## config.mk

```make
export PLATFORM = sky130hd
export DESIGN_NAME = exp_accel_core
export DESIGN_NICKNAME = d
export VERILOG_FILES = /design/src/rtl/exp_accel_core.sv
export SDC_FILE = /design/constraint.sdc
export NUM_CORES = 2
export LEC_CHECK = 0
export CAP_MARGIN = 20
export CORE_MARGIN = 4
export CORE_UTILIZATION = 55
export DETAILED_ROUTE_END_ITERATION = 10
export PLACE_DENSITY = 0.72
export SLEW_MARGIN = 20
export SYNTH_ARGS = -nofsm -noshare
export SYNTH_HDL_FRONTEND = slang
export SYNTH_SLANG_ARGS = --single-unit
```

## constraint.sdc

```tcl
create_clock -name clk_clk -period 17.7 [get_ports clk_clk]
set_clock_uncertainty 0.2 [all_clocks]
set_input_delay 4.425 -clock clk_clk [delete_from_list [all_inputs] [get_ports clk_clk]]
set_output_delay 4.425 -clock clk_clk [all_outputs]
set_load 0.05 [all_outputs]
```

## src/rtl/exp_accel_core.sv

```systemverilog
// Integer exponentiation engine (left-to-right square-and-multiply) with an Avalon-MM register file.
// Optional CYCLES register at address 4 is enabled by defining EXP_ACCEL_CYCLE_COUNTER_EN.
//
// state  | meaning
// IDLE   | waiting for CTRL.start
// SQ     | acc <= acc*acc
// MUL    | acc <= acc*(bit ? BASE : 1); last bit commits RESULT
// DONE   | one cycle after completion, returns to IDLE
module exp_accel_core #(
    parameter int DATA_W = 32,
    parameter int EXP_W  = 8
) (
    input  logic              clk_clk,
    input  logic              reset_reset,
    input  logic [2:0]        avs_address,
    input  logic              avs_read,
    input  logic              avs_write,
    input  logic [DATA_W-1:0] avs_writedata,
    output logic [DATA_W-1:0] avs_readdata,
    output logic              done_o,
    output logic [DATA_W-1:0] export_conduit_readdata
);

    localparam int CNT_W = $clog2(EXP_W + 1);
    localparam int CW    = (EXP_W < DATA_W) ? EXP_W : DATA_W;

    typedef enum logic [1:0] {
        S_IDLE,
        S_SQ,
        S_MUL,
        S_DONE
    } state_t;

    state_t              state;
    logic [DATA_W-1:0]   base_q;
    logic [EXP_W-1:0]    exp_q;
    logic [EXP_W-1:0]    exp_sh;
    logic [DATA_W-1:0]   acc;
    logic [DATA_W-1:0]   result_q;
    logic [CNT_W-1:0]    bit_cnt;
    logic                busy;
    logic                done;
    logic                ovf;

    logic [DATA_W-1:0]   mul_b;
    logic [2*DATA_W-1:0] prod;
    logic                prod_hi_nz;
    logic                wr_ctrl;
    logic                start_req;
    logic                clear_req;
    logic [DATA_W-1:0]   rd_mux;

    assign wr_ctrl   = avs_write && (avs_address == 3'd2);
    assign start_req = wr_ctrl && avs_writedata[0] && !busy;
    assign clear_req = wr_ctrl && avs_writedata[1];

    // One shared multiplier: squares in SQ, conditional multiply by BASE in MUL.
    always_comb begin
        mul_b = DATA_W'(1);
        if (state == S_SQ) begin
            mul_b = acc;
        end else if (exp_sh[EXP_W-1]) begin
            mul_b = base_q;
        end
        prod       = (2*DATA_W)'(acc) * (2*DATA_W)'(mul_b);
        prod_hi_nz = |prod[2*DATA_W-1:DATA_W];
    end

    always_ff @(posedge clk_clk or posedge reset_reset) begin
        if (reset_reset) begin
            state    <= S_IDLE;
            base_q   <= '0;
            exp_q    <= '0;
            exp_sh   <= '0;
            acc      <= '0;
            result_q <= '0;
            bit_cnt  <= '0;
            busy     <= 1'b0;
            done     <= 1'b0;
            ovf      <= 1'b0;
        end else begin
            if (avs_write && !busy) begin
                case (avs_address)
                    3'd0:    base_q <= avs_writedata;
                    3'd1:    exp_q  <= EXP_W'(avs_writedata[CW-1:0]);
                    default: ;
                endcase
            end

            case (state)
                S_IDLE, S_DONE: begin
                    if (start_req) begin
                        exp_sh  <= exp_q;
                        acc     <= DATA_W'(1);
                        bit_cnt <= CNT_W'(EXP_W - 1);
                        ovf     <= 1'b0;
                        done    <= 1'b0;
                        busy    <= 1'b1;
                        state   <= S_SQ;
                    end else begin
                        if (clear_req) begin
                            done <= 1'b0;
                        end
                        state <= S_IDLE;
                    end
                end
                S_SQ: begin
                    acc <= prod[DATA_W-1:0];
                    if (prod_hi_nz) begin
                        ovf <= 1'b1;
                    end
                    state <= S_MUL;
                end
                S_MUL: begin
                    acc    <= prod[DATA_W-1:0];
                    exp_sh <= exp_sh << 1;
                    if (prod_hi_nz) begin
                        ovf <= 1'b1;
                    end
                    if (bit_cnt == '0) begin
                        result_q <= prod[DATA_W-1:0];
                        busy     <= 1'b0;
                        done     <= 1'b1;
                        state    <= S_DONE;
                    end else begin
                        bit_cnt <= bit_cnt - 1'b1;
                        state   <= S_SQ;
                    end
                end
                default: state <= S_IDLE;
            endcase
        end
    end

`ifdef EXP_ACCEL_CYCLE_COUNTER_EN
    logic [DATA_W-1:0] cycles_q;

    always_ff @(posedge clk_clk or posedge reset_reset) begin
        if (reset_reset) begin
            cycles_q <= '0;
        end else if (start_req) begin
            cycles_q <= '0;
        end else if (busy && !(&cycles_q)) begin
            cycles_q <= cycles_q + 1'b1;
        end
    end
`endif

    always_comb begin
        rd_mux = '0;
        case (avs_address)
            3'd0:    rd_mux = base_q;
            3'd1:    rd_mux = DATA_W'(exp_q[CW-1:0]);
            3'd2:    rd_mux = DATA_W'({ovf, done, busy});
            3'd3:    rd_mux = result_q;
`ifdef EXP_ACCEL_CYCLE_COUNTER_EN
            3'd4:    rd_mux = cycles_q;
`endif
            default: rd_mux = '0;
        endcase
    end

    always_ff @(posedge clk_clk or posedge reset_reset) begin
        if (reset_reset) begin
            avs_readdata <= '0;
        end else if (avs_read) begin
            avs_readdata <= rd_mux;
        end
    end

    assign done_o                  = done;
    assign export_conduit_readdata = result_q;

endmodule

```

==> Yosys cells after proc, flatten, opt, wreduce, memory -nomap -nowiden <==
Index checks and enable logic that the tools add are counted.
{ "word_totals": {"ff_bits": 153, "input_bits": 39, "output_inout_bits": 65, "word_cells": 68} }
{ "op_classes": {"n_addsub": 1, "multipliers": 1, "eq_ne": 11, "n_mux": 23, "reduce_logical": 21} }
{ "op_table": {"columns": ["op", "count"], "rows": [
  ["$pmux 32 s4", 1],
  ["$mux 32", 3],
  ["$mul 32x32->64", 1],
  ["$pmux 32 s2", 1],
  ["$reduce_or 32->1", 1],
  ["$pmux 8 s2", 1],
  ["$reduce_and 2->1", 5],
  ["$reduce_and 3->1", 3],
  ["$mux 1", 8],
  ["$mux 4", 2],
  ["$mux 8", 1],
  ["$pmux 4 s2", 1],
  ["$eq 3x2->1 const B", 2],
  ["$ne 2x2->1 const B", 3],
  ["$pmux 1 s2", 3],
  ["$pmux 2 s3", 1],
  ["$logic_and 1x1->1", 5],
  ["$eq 2x2->1 const B", 2],
  ["$logic_not 4->1", 1],
  ["$reduce_or 2->1", 2],
  ["$sub 4x1->4 const B", 1],
  ["$eq 3x1->1 const B", 1],
  ["$logic_not 3->1", 1],
  ["$ne 3x3->1 const B", 1],
  ["6 further kinds", 6]
]} }

==> Logic depth before layout (Yosys ltp) <==
{ "depth": {"word_depth": 6, "depth_mapped": 35, "depth_no_buf": 30} }

==> Worst setup path after synthesis <==
Ideal clock, no wire load.
{ "synth_path": {"kind": "reg-to-reg", "from": "register state[1]", "to": "register ovf", "setup_time_ps": 143, "t_arrival_ps": 8287, "required_ps": 17357, "slack_ps": 9070, "stages_incl_launch_ff": 35, "path_buffers": 5, "synth_period_minus_slack_ps": 8630, "cell_sequence": "dfrtp_1 > inv_1 > ha_1 > clkbuf_1 > buf_1 > nand2_1 > o21ai_0 > clkbuf_1 > clkbuf_1 > nand2_1 > fa_1 > inv_1 > fa_1 > inv_1 > fa_1 > inv_1 > fa_1 > inv_1 > fa_1 > fa_1 > fa_1 > fa_1 > inv_1 > ha_1 > buf_2 > a21oi_2 > o21ai_2 > nor2b_1 > o41a_1 > o31a_1 > o21ai_0 > mux2i_1 > nand4_1 > nor4_1 > a41oi_1"} }
{ "synth_between": {"elab_chain_cells": 6, "elab_cells_between_ends": 13, "classes_between": "1 x mul; 5 x eq/ne; 2 x mux; 5 x reduce/logical"} }
{ "synth_rtl": {"columns": ["element", "line_no", "text"], "rows": [
  ["start: declaration", "34", "state_t state;"],
  ["start signal: assignment", "71", "state <= S_IDLE;"],
  ["start signal: assignment", "99", "state <= S_SQ;"],
  ["start signal: assignment", "104", "state <= S_IDLE;"],
  ["$eq 2x1->1", "60, 90", null],
  ["$mux 32", "60", "if (state == S_SQ) begin"],
  ["$mul 32x32->64", "65", "prod = (2*DATA_W)'(acc) * (2*DATA_W)'(mul_b);"],
  ["$reduce_or 32->1", "66", "prod_hi_nz = |prod[2*DATA_W-1:DATA_W];"],
  ["$ne 2x1->1 (no source line)", null, null],
  ["$reduce_and 2->1 (no source line)", null, null],
  ["end signal: assignment", "80", "ovf <= 1'b0;"],
  ["end signal: assignment", "96", "ovf <= 1'b0;"],
  ["end signal: assignment", "110", "ovf <= 1'b1;"],
  ["end: declaration", "43", "logic ovf;"]
]} }
Several ways; a longest one is shown, not always the timed one.
A chain may end at the register's enable or synchronous reset.

==> Worst setup path in the final report <==
Ends and elaborated chain as after synthesis.

==> impl_results.html <==
<table>
<tr><th>Metric</th><th>Value</th></tr>
<tr><th colspan="2">Status</th></tr>
<tr><td>Outcome</td><td>completed</td></tr>
<tr><th colspan="2">Clock tree</th></tr>
<tr><td>CTS tree</td><td>done</td></tr>
<tr><td>H-tree depth</td><td>4</td></tr>
<tr><td>CTS Root Buffer Type</td><td>clkbuf_16</td></tr>
<tr><td>Number of buffers added by the clock tree synthesis step</td><td>17</td></tr>
<tr><td>Clock insertion delay at the later pin of the skew report</td><td>0.43 ns</td></tr>
<tr><td>Clock sinks</td><td>153</td></tr>
<tr><td>CTS resizes</td><td>0</td></tr>
<tr><td>Worst-case clock buffer depth</td><td>2</td></tr>
<tr><td>Clock transition at the register clock pins on the worst setup and hold paths after CTS</td><td>0.06 ns</td></tr>
<tr><td>Setup bufs post-CTS</td><td>0</td></tr>
<tr><td>Cts hold-fix bufs</td><td>0</td></tr>
<tr><th colspan="2">Critical path</th></tr>
<tr><td>Type of destination of the critical path</td><td>flop</td></tr>
<tr><td>Cell type of the slowest stage on the worst timing path</td><td>buf_4</td></tr>
<tr><td>CP Class</td><td>flop to flop</td></tr>
<tr><td>Most used cell, CP</td><td>fa_1</td></tr>
<tr><td>Delay of the slowest cell on the worst path</td><td>0.67 ns</td></tr>
<tr><td>Biggest fanout along the worst timing path</td><td>64</td></tr>
<tr><td>Worst setup SP type</td><td>flop</td></tr>
<tr><td>Startpoint of the worst setup timing path</td><td>state[1]</td></tr>
<tr><td>CP Data Required Time</td><td>17.78 ns</td></tr>
<tr><td>Launch instance of the worst register-to-register path</td><td>state[1]</td></tr>
<tr><td>WP data arrival</td><td>10.21 ns</td></tr>
<tr><th colspan="2">Worst hold path</th></tr>
<tr><td>Classification of the worst-slack hold path</td><td>flop to flop</td></tr>
<tr><td>Worst hold path startpoint</td><td>exp_sh[4]</td></tr>
<tr><th colspan="2">GRT</th></tr>
<tr><td>Global-route wire length before repair</td><td>187000 µm</td></tr>
<tr><td>Met3 track utilization from global routing</td><td>0.0624</td></tr>
<tr><td>Maximum number of pins on one net before global-route repair</td><td>97</td></tr>
<tr><td>Gr ovfl total</td><td>0</td></tr>
<tr><td>Number of global-route vias before repair</td><td>32400</td></tr>
<tr><td>Grt met1 use</td><td>0.441</td></tr>
<tr><td>Antenna violations before repair</td><td>2</td></tr>
<tr><td>Global routing met2 resource utilization</td><td>0.494</td></tr>
<tr><td>Overall fraction of global-route tracks in use</td><td>0.314</td></tr>
<tr><td>Most Used Layer, Global Route</td><td>met2</td></tr>
<tr><th colspan="2">Timing</th></tr>
<tr><td>TNS Setup</td><td>0 ns</td></tr>
<tr><td>Tightest Pin Transition</td><td>1.12 ns</td></tr>
<tr><td>Total count of hold-check failures in the final report</td><td>0</td></tr>
<tr><td>Final max-slew violation count</td><td>0</td></tr>
<tr><td>Final worst path period need</td><td>10.13 ns</td></tr>
<tr><td>Worst slew slack as a fraction of its limit</td><td>0.256</td></tr>
<tr><td>Fmax</td><td>0.0987 GHz</td></tr>
<tr><td>Total of endpoints with negative setup slack in the final report</td><td>0</td></tr>
<tr><td>RSZ-0062 raised after global routing</td><td>false</td></tr>
<tr><td>Final cycle utilization of the critical path</td><td>0.572</td></tr>
<tr><th colspan="2">Routing</th></tr>
<tr><td>Number of remaining DRC errors</td><td>0</td></tr>
<tr><td>Via/cell ratio</td><td>5.87</td></tr>
<tr><td>Starting DRC count in detailed routing</td><td>2646</td></tr>
<tr><td>First-pass detailed-route iteration total</td><td>6</td></tr>
<tr><td>Overall routed net length</td><td>118000 µm</td></tr>
<tr><td>Count of vias placed by the detailed router</td><td>30000</td></tr>
<tr><td>Detail-routed net length per standard cell</td><td>23.1 µm</td></tr>
<tr><td>Antenna violation net count after detailed routing</td><td>0</td></tr>
<tr><th colspan="2">Placed design</th></tr>
<tr><td>Number of buffers inserted by port buffering</td><td>103</td></tr>
<tr><td>GP Congestion</td><td>0.950</td></tr>
<tr><td>HPWL after DPL</td><td>85200 µm</td></tr>
<tr><th colspan="2">Die</th></tr>
<tr><td>Total Die Area</td><td>76600 µm²</td></tr>
<tr><td>Number of rows created at floorplan</td><td>98</td></tr>
<tr><td>Top-level I/O count</td><td>104</td></tr>
<tr><td>Die outline width</td><td>277 µm</td></tr>
<tr><td>Starting density of the core</td><td>0.555</td></tr>
<tr><td>Core region area</td><td>71600 µm²</td></tr>
<tr><td>DIE HEIGHT</td><td>277 µm</td></tr>
<tr><th colspan="2">Logic synthesis</th></tr>
<tr><td>Nets in the synthesized netlist</td><td>5446</td></tr>
<tr><td>Count of distinct cell types in the synthesized netlist</td><td>81</td></tr>
<tr><td>Sequential-to-total area share from yosys stat</td><td>0.0963</td></tr>
<tr><td>Synth Cell Area</td><td>39700 µm²</td></tr>
<tr><td>Number of standard cells after synthesis</td><td>4245</td></tr>
<tr><td>Synthesis-stage register bit count</td><td>153</td></tr>
<tr><td>Mean post-synth cell area</td><td>9.36 µm²</td></tr>
<tr><td>EDFF count, synth</td><td>0</td></tr>
<tr><td>Primary flip-flop cell chosen by synthesis mapping</td><td>dfrtp_1</td></tr>
<tr><td>Count of synthesis-stage warnings from yosys</td><td>0</td></tr>
<tr><td>Fraction of registers with async set or reset after synthesis</td><td>1.00</td></tr>
<tr><th colspan="2">Layout</th></tr>
<tr><td>Share of layout cells above drive strength 1</td><td>0.0493</td></tr>
<tr><td>Area growth from synthesis to final layout</td><td>5.80%</td></tr>
<tr><td>Fillcell total</td><td>6250</td></tr>
<tr><td>Commonest non-fill, non-tap cells in the layout</td><td>fa_1 (896), inv_1 (711), nand2_1 (622)</td></tr>
<tr><td>Final core area utilization</td><td>0.587</td></tr>
<tr><td>Most frequent standard cell in the layout excluding fill and tap cells</td><td>fa_1</td></tr>
<tr><td>Final net count</td><td>5345</td></tr>
<tr><th colspan="2">Job</th></tr>
<tr><td>Number of maximum-capacitance constraint violations</td><td>0</td></tr>
</table>
==> path summary, 6_finish.rpt <==
kind	endpoint	slack (ns)	depth (start not counted)
worst max register to register	ovf	7.57	32
worst min register to register	exp_sh[4]	0.28	2
max in group asynchronous	acc[18]	11.58	3
min in group asynchronous	avs_readdata[12]	4.37	2
worst min-delay path	exp_sh[4]	0.28	2
worst max-delay path	ovf	7.57	32
==> logic make-up (layout without fill, tap and decap cells) <==
kind of cell             Yosys count  after routing  share of synthesized area
AO/OA/AOI/OAI                    428            428                     0.0695
XOR/XNOR                          49             49                     0.0108
adder cells (fa/ha/maj)         1162           1162                      0.535
buffers and inverters            990            902                     0.0948
flip-flops                       153            153                     0.0963
multiplexers                      68             68                     0.0197
other                              0              1                          0
AND/OR/NAND/NOR                 1395           1395                      0.174
==> synth_stat cells, types with 4 or more instances <==
| cell type | n | share of area |
|---|---|---|
| o21ai_0 | 98 | 0.012 |
| and2_1 | 541 | 0.085 |
| o22ai_1 | 37 | 0.0058 |
| a21boi_0 | 4 | 0.00076 |
| o211ai_1 | 10 | 0.0019 |
| nor2b_1 | 10 | 0.0016 |
| o21bai_1 | 5 | 0.00094 |
| xnor2_1 | 30 | 0.0066 |
| clkbuf_1 | 244 | 0.023 |
| o221ai_1 | 4 | 0.00088 |
| a22o_1 | 14 | 0.0031 |
| mux2i_1 | 14 | 0.0035 |
| a22oi_1 | 32 | 0.0060 |
| nor3b_1 | 4 | 0.00076 |
| nor4_1 | 9 | 0.0014 |
| o2111ai_1 | 4 | 0.00088 |
| buf_2 | 17 | 0.0021 |
| nand4_1 | 32 | 0.0050 |
| buf_1 | 10 | 0.00094 |
| nor2_1 | 109 | 0.010 |
| nor3_1 | 18 | 0.0023 |
| xor2_1 | 19 | 0.0042 |
| o21a_1 | 26 | 0.0049 |
| fa_1 | 896 | 0.45 |
| a21oi_1 | 103 | 0.013 |
| o31ai_1 | 6 | 0.0011 |
| o2bb2ai_1 | 5 | 0.0011 |
| a21o_1 | 23 | 0.0043 |
| nand2_1 | 623 | 0.059 |
| o21ai_1 | 4 | 0.00050 |
| inv_1 | 712 | 0.067 |
| a31oi_1 | 14 | 0.0022 |
| nand2b_1 | 6 | 0.00094 |
| dfrtp_1 | 153 | 0.096 |
| and3_1 | 5 | 0.00079 |
| nand3_1 | 13 | 0.0016 |
| a211oi_1 | 5 | 0.00094 |
| ha_1 | 266 | 0.084 |
| mux2_2 | 50 | 0.014 |
==> state kept, by name (all words and copies together), names as in the netlist <==
name                     cells
done_o                       1
avs_readdata                32
acc                         32
ovf                          1
export_conduit_readdata     32
exp_q                        8
busy                         1
base_q                      32
bit_cnt                      4
exp_sh                       8
state                        2
==> per-stage QoR <==
step                      cells  cell area, µm²  hold WS [ns]  setup WS [ns]
after floorplan            4245           39700         0.250           8.95
after global placement     5075           41500         0.263           7.60
after detailed placement   5075           41500         0.270           7.61
after CTS                  5107           42100         0.285           7.57
after global routing       5107           42100         0.316           7.06
final                      5108           42100         0.283           7.57
==> area by class of cell <==
class                   count  area [µm²]  area share
repair buffers            158        1440      0.0342
clock inverters            13         156     0.00372
inverters                 712        2680      0.0637
flip-flops and latches    153        3850      0.0916
clock buffers              19         443      0.0105
diodes                      1        2.50   0.0000595
well taps                 950        1190      0.0283
multi-input cells        3102       32300       0.768
==> critical path, delay by kind of cell (launching register included) <==
family	cells	cell delay, ns
AO/OA/AOI/OAI	6	1.75
adder cells (fa/ha/maj)	10	4.64
buffers and inverters	9	1.30
flip-flops	1	0.38
AND/OR/NAND/NOR	7	1.68
==> per-layer routing <==
metal / wire, µm / up-vias / part of all wire
met5: 1 / - / 0.0000085
met4: 5000 / 2 / 0.042
met3: 11300 / 325 / 0.096
met2: 53700 / 1510 / 0.46
met1: 47700 / 15400 / 0.41
li1: - / 12700 / -
Power is not shown: default switching activity piles up to over one toggle a cycle in this logic, so the estimate is an artifact.
